$ cat src/rtl/register_file.sv
// 4 x 16-bit register file: two combinational read ports, one synchronous write port.
// Reads are zero-latency and gated by read_en; writes land on the rising clk edge.
module register_file #(
  parameter int DATA_WIDTH = 16,
  parameter int ADDR_WIDTH = 2
) (
  input  logic                  clk,
  input  logic                  reset,
  input  logic                  write_en,
  input  logic                  read_en,
  input  logic [ADDR_WIDTH-1:0] write_adr,
  input  logic [ADDR_WIDTH-1:0] read_adr1,
  input  logic [ADDR_WIDTH-1:0] read_adr2,
  input  logic [DATA_WIDTH-1:0] write_data,
  output logic [DATA_WIDTH-1:0] read_data1,
  output logic [DATA_WIDTH-1:0] read_data2
);

  localparam int DEPTH = 2 ** ADDR_WIDTH;

  logic [DATA_WIDTH-1:0] reg_file [0:DEPTH-1];

  // Reset wins over write_en and keeps every entry cleared while it stays high.
  always_ff @(posedge clk or posedge reset) begin
    if (reset) begin
      for (int i = 0; i < DEPTH; i++) begin
        reg_file[i] <= '0;
      end
    end else if (write_en) begin
      reg_file[write_adr] <= write_data;
    end
  end

  // No write-through bypass: a same-address read shows the old value until the edge.
  assign read_data1 = read_en ? reg_file[read_adr1] : '0;
  assign read_data2 = read_en ? reg_file[read_adr2] : '0;

endmodule

$ cat config.mk
export PLATFORM = sky130hd
export DESIGN_NAME = register_file
export DESIGN_NICKNAME = d
export VERILOG_FILES = /design/src/rtl/register_file.sv
export SDC_FILE = /design/constraint.sdc
export NUM_CORES = 1
export LEC_CHECK = 0
export CAP_MARGIN = 10
export CORE_UTILIZATION = 49
export DETAILED_ROUTE_END_ITERATION = 8
export DONT_BUFFER_PORTS = 1
export GPL_TIMING_DRIVEN = 0
export PLACE_DENSITY = 0.62
export SLEW_MARGIN = 20
export SYNTH_ARGS = -nofsm -noshare
export SYNTH_HDL_FRONTEND = slang
export SYNTH_SLANG_ARGS = --single-unit
$ cat constraint.sdc
create_clock -name clk -period 2.9 [get_ports clk]
set_input_delay 0.58 -clock clk [delete_from_list [all_inputs] [get_ports clk]]
set_output_delay 0.58 -clock clk [all_outputs]
set_load 0.1 [all_outputs]
==> results.py <==
metrics = {
    "die": {
        "row_count": 29,
        "core_area_um2": 6460,
        "dieWidth_um": 84.5,
        "die_y_um": 84.5,
        "initial_core_util_pct": 51.7,
        "die_area_um2": 7150,
        "ios": 58,
    },
    "sta": {
        "tns_ps": -150,
        "fmaxAchievable_mhz": 341,
        "period_minus_slack_ps": 2940,
        "slew_viol_final": 0,
        "slew_headroom_pct": 23.9,
        "worstMarginPinSlew_ps": 1140,
        "worst_slack_ps": -36.4,
        "rsz0062_at_grt": "true",
        "finalSetupViolations": 8,
        "finalHoldViolations": 0,
        "post-route-period-util_pct": 101,
        "skew_ps": 0,
    },
    "power": {
        "peakVddDrop_uv": 503,
        "leakage_nw": 1.72,
        "p_per_area_nw_per_um2": 790,
    },
    "flow_run": {
        "drv_cap": 0,
    },
    "routing": {
        "final_antenna_net_count": 0,
        "wl_met1_um": 3690,
        "routed.top_layer": "met4",
        "vias": 2141,
        "drt_first_iter_violations": 80,
        "drc": 3,
        "vias_per_cell": 6.21,
        "wl_per_cell_um": 22.7,
        "met3_length_um": 378,
        "wl_met2_um": 3690,
        "first_pass_iters": 8,
        "wl_um": 7830,
    },
    "grt": {
        "grt_pass1_wl_um": 12500,
        "antenna_found_initial": 0,
        "grt_overflow": 0,
        "grt_use_total_pct": 24.1,
        "grt_max_degree": 38,
        "first_global_vias": 2273,
    },
    "placement": {
        "placedCellCount": 329,
        "pre_cts_slack_ps": -160,
        "portBuffers": 0,
        "hpwl_um": 5180,
        "gp_congestion": 0.750,
    },
    "critical_path": {
        "crit_path_max_fanout": 10,
        "critical_path.endpoint_type": "primary output",
        "crit_arrival_ps": 2360,
        "ff2ff_path_depth": 1,
        "regToRegSetupSlack_ps": 2100,
        "path_class": "primary input to primary output",
        "startpoint_type": "primary input",
        "worstPathRequired_ps": 2320,
    },
    "synth": {
        "syn_nets": 277,
        "ys_seq_area_share_pct": 48.0,
        "synthMuxAreaShare_pct": 40.8,
        "avgSynthCellArea_um2": 13.3,
        "netlist_instances": 251,
        "ys_warn_count": 0,
        "synth_top_family_by_area": "multiplexers",
        "synth_simple_gate_area_share_pct": 2.14,
        "synth-adder-area-share_pct": 0,
        "synth_xor_area_share_pct": 0,
        "synth.distinct_cells": 15,
        "synth_seq_cells": 64,
        "syn_area_um2": 3340,
        "synth_compound_area_share_pct": 6.00,
    },
    "cts": {
        "hold_buffers": 0,
        "cts_made_buffers": 9,
        "cts_setup_buffers": 0,
        "cts.sinks": 64,
        "cts_buffer_depth": 2,
        "clkLatencyLatePin_ps": 340,
        "cts_tree": "built",
        "root_buffer": "clkbuf_8",
        "clkTransAtPathRegs_ps": 70,
        "h-tree-depth": 3,
    },
    "layout": {
        "nets": 289,
        "most-common-layout-cells": "mux2_2 (64), mux2i_1 (64), dfrtp_1 (64), o22ai_2 (20), o22ai_4 (12)",
        "antenna_cells": 0,
        "final_cells": 345,
        "post-route-util_pct": 61.7,
        "multi_input_area_um2": 1920,
        "syn2layout_area_growth_pct": 19.5,
        "final-seq-area_um2": 1600,
        "drive_above_1_share_pct": 48.9,
        "largestRegisters": "reg_file (64)",
        "max_flop_register": "reg_file",
        "largest_reg_flops": 64,
        "fillers": 505,
    },
    "min_path": {
        "hold_class": "primary input to async pin",
    },
    "outcome": {
        "status": "finished with violations",
        "violations": "design-rule violations, negative setup slack",
    },
}
==> where the power goes <==
part	leakage, nW	internal (mW)	switching, mW	total [mW]
logic	0.850	0.316	0.736	1.05
registers	0.757	1.06	0.120	1.18
clock network	0.110	0.572	0.345	0.916
total	1.72	1.95	1.20	3.15
==> Yosys cell counts <==
cell type,n,area [um^2]
clkbuf_8,1,13.8
o22ai_1,32,200
mux2i_1,64,641
buf_2,9,45.0
nand2b_1,2,12.5
buf_6,1,11.3
mux2_2,64,721
buf_4,1,7.51
clkbuf_1,6,22.5
dfrtp_1,64,1600
inv_1,1,3.75
nand3_2,1,10.0
nand3b_2,2,22.5
nor3b_4,1,18.8
nand2_1,2,7.51
==> timing repair <==
item | 4_1_cts | 5_1_grt
endpoints found under the setup margin | 20 | 22
resized for setup | 1 | 20
pin swaps | 0 | 3
==> logic make-up (layout without fill, tap and decap cells) <==
| group | after synthesis | in the layout |
|---|---|---|
| buffers and inverters | 19 | 36 |
| AOI/OAI and AO/OA | 32 | 32 |
| muxes | 128 | 128 |
| and+or+nand+nor | 8 | 8 |
| DFF | 64 | 64 |
==> worst paths after layout <==
path	endpoint	start
setup / recovery	read_data1[0]	read_adr1[0]
setup reg to reg	reg_file[27]	reg_file[27]
min in group clk	reg_file[44]	write_data[12]
hold reg to reg	reg_file[41]	reg_file[41]
hold / removal	reg_file[46]	reset
max in group asynchronous	reg_file[51]	reset
==> cell type report <==
class	instances	share of cell area [%]
Buffer	18	2.60
Clock buffer	11	3.29
Clock inverter	5	2.64
Inverter	1	0.157
Multi-Input combinational cell	168	48.2
Sequential cell	64	40.2
Tap cell	77	2.42
Timing Repair Buffer	1	0.502
==> layer usage <==
| metal | up-vias | track usage, % |
|---|---|---|
| li1 | 981 | - |
| met1 | 1103 | 32.9 |
| met2 | 49 | 37.3 |
| met3 | 8 | 7.18 |
| met4 | 0 | 7.24 |
| met5 | - | 0 |
==> critical path, cell delays in order <==
cell      delay, ps
nand2b_1        110
clkbuf_1        270
clkbuf_2        380
o22ai_2         990
==> metrics by stage <==
stage	cell area [um^2]	power, mW	hold WS [ps]
detailed placement	3660	2.20	465
CTS	3900	3.13	92.8
finish	3990	3.15	86.6
global route	3990	3.29	93.0
global placement	3470	2.12	509
floorplan	3380	2.03	501
(Power assumes the default switching activity.)
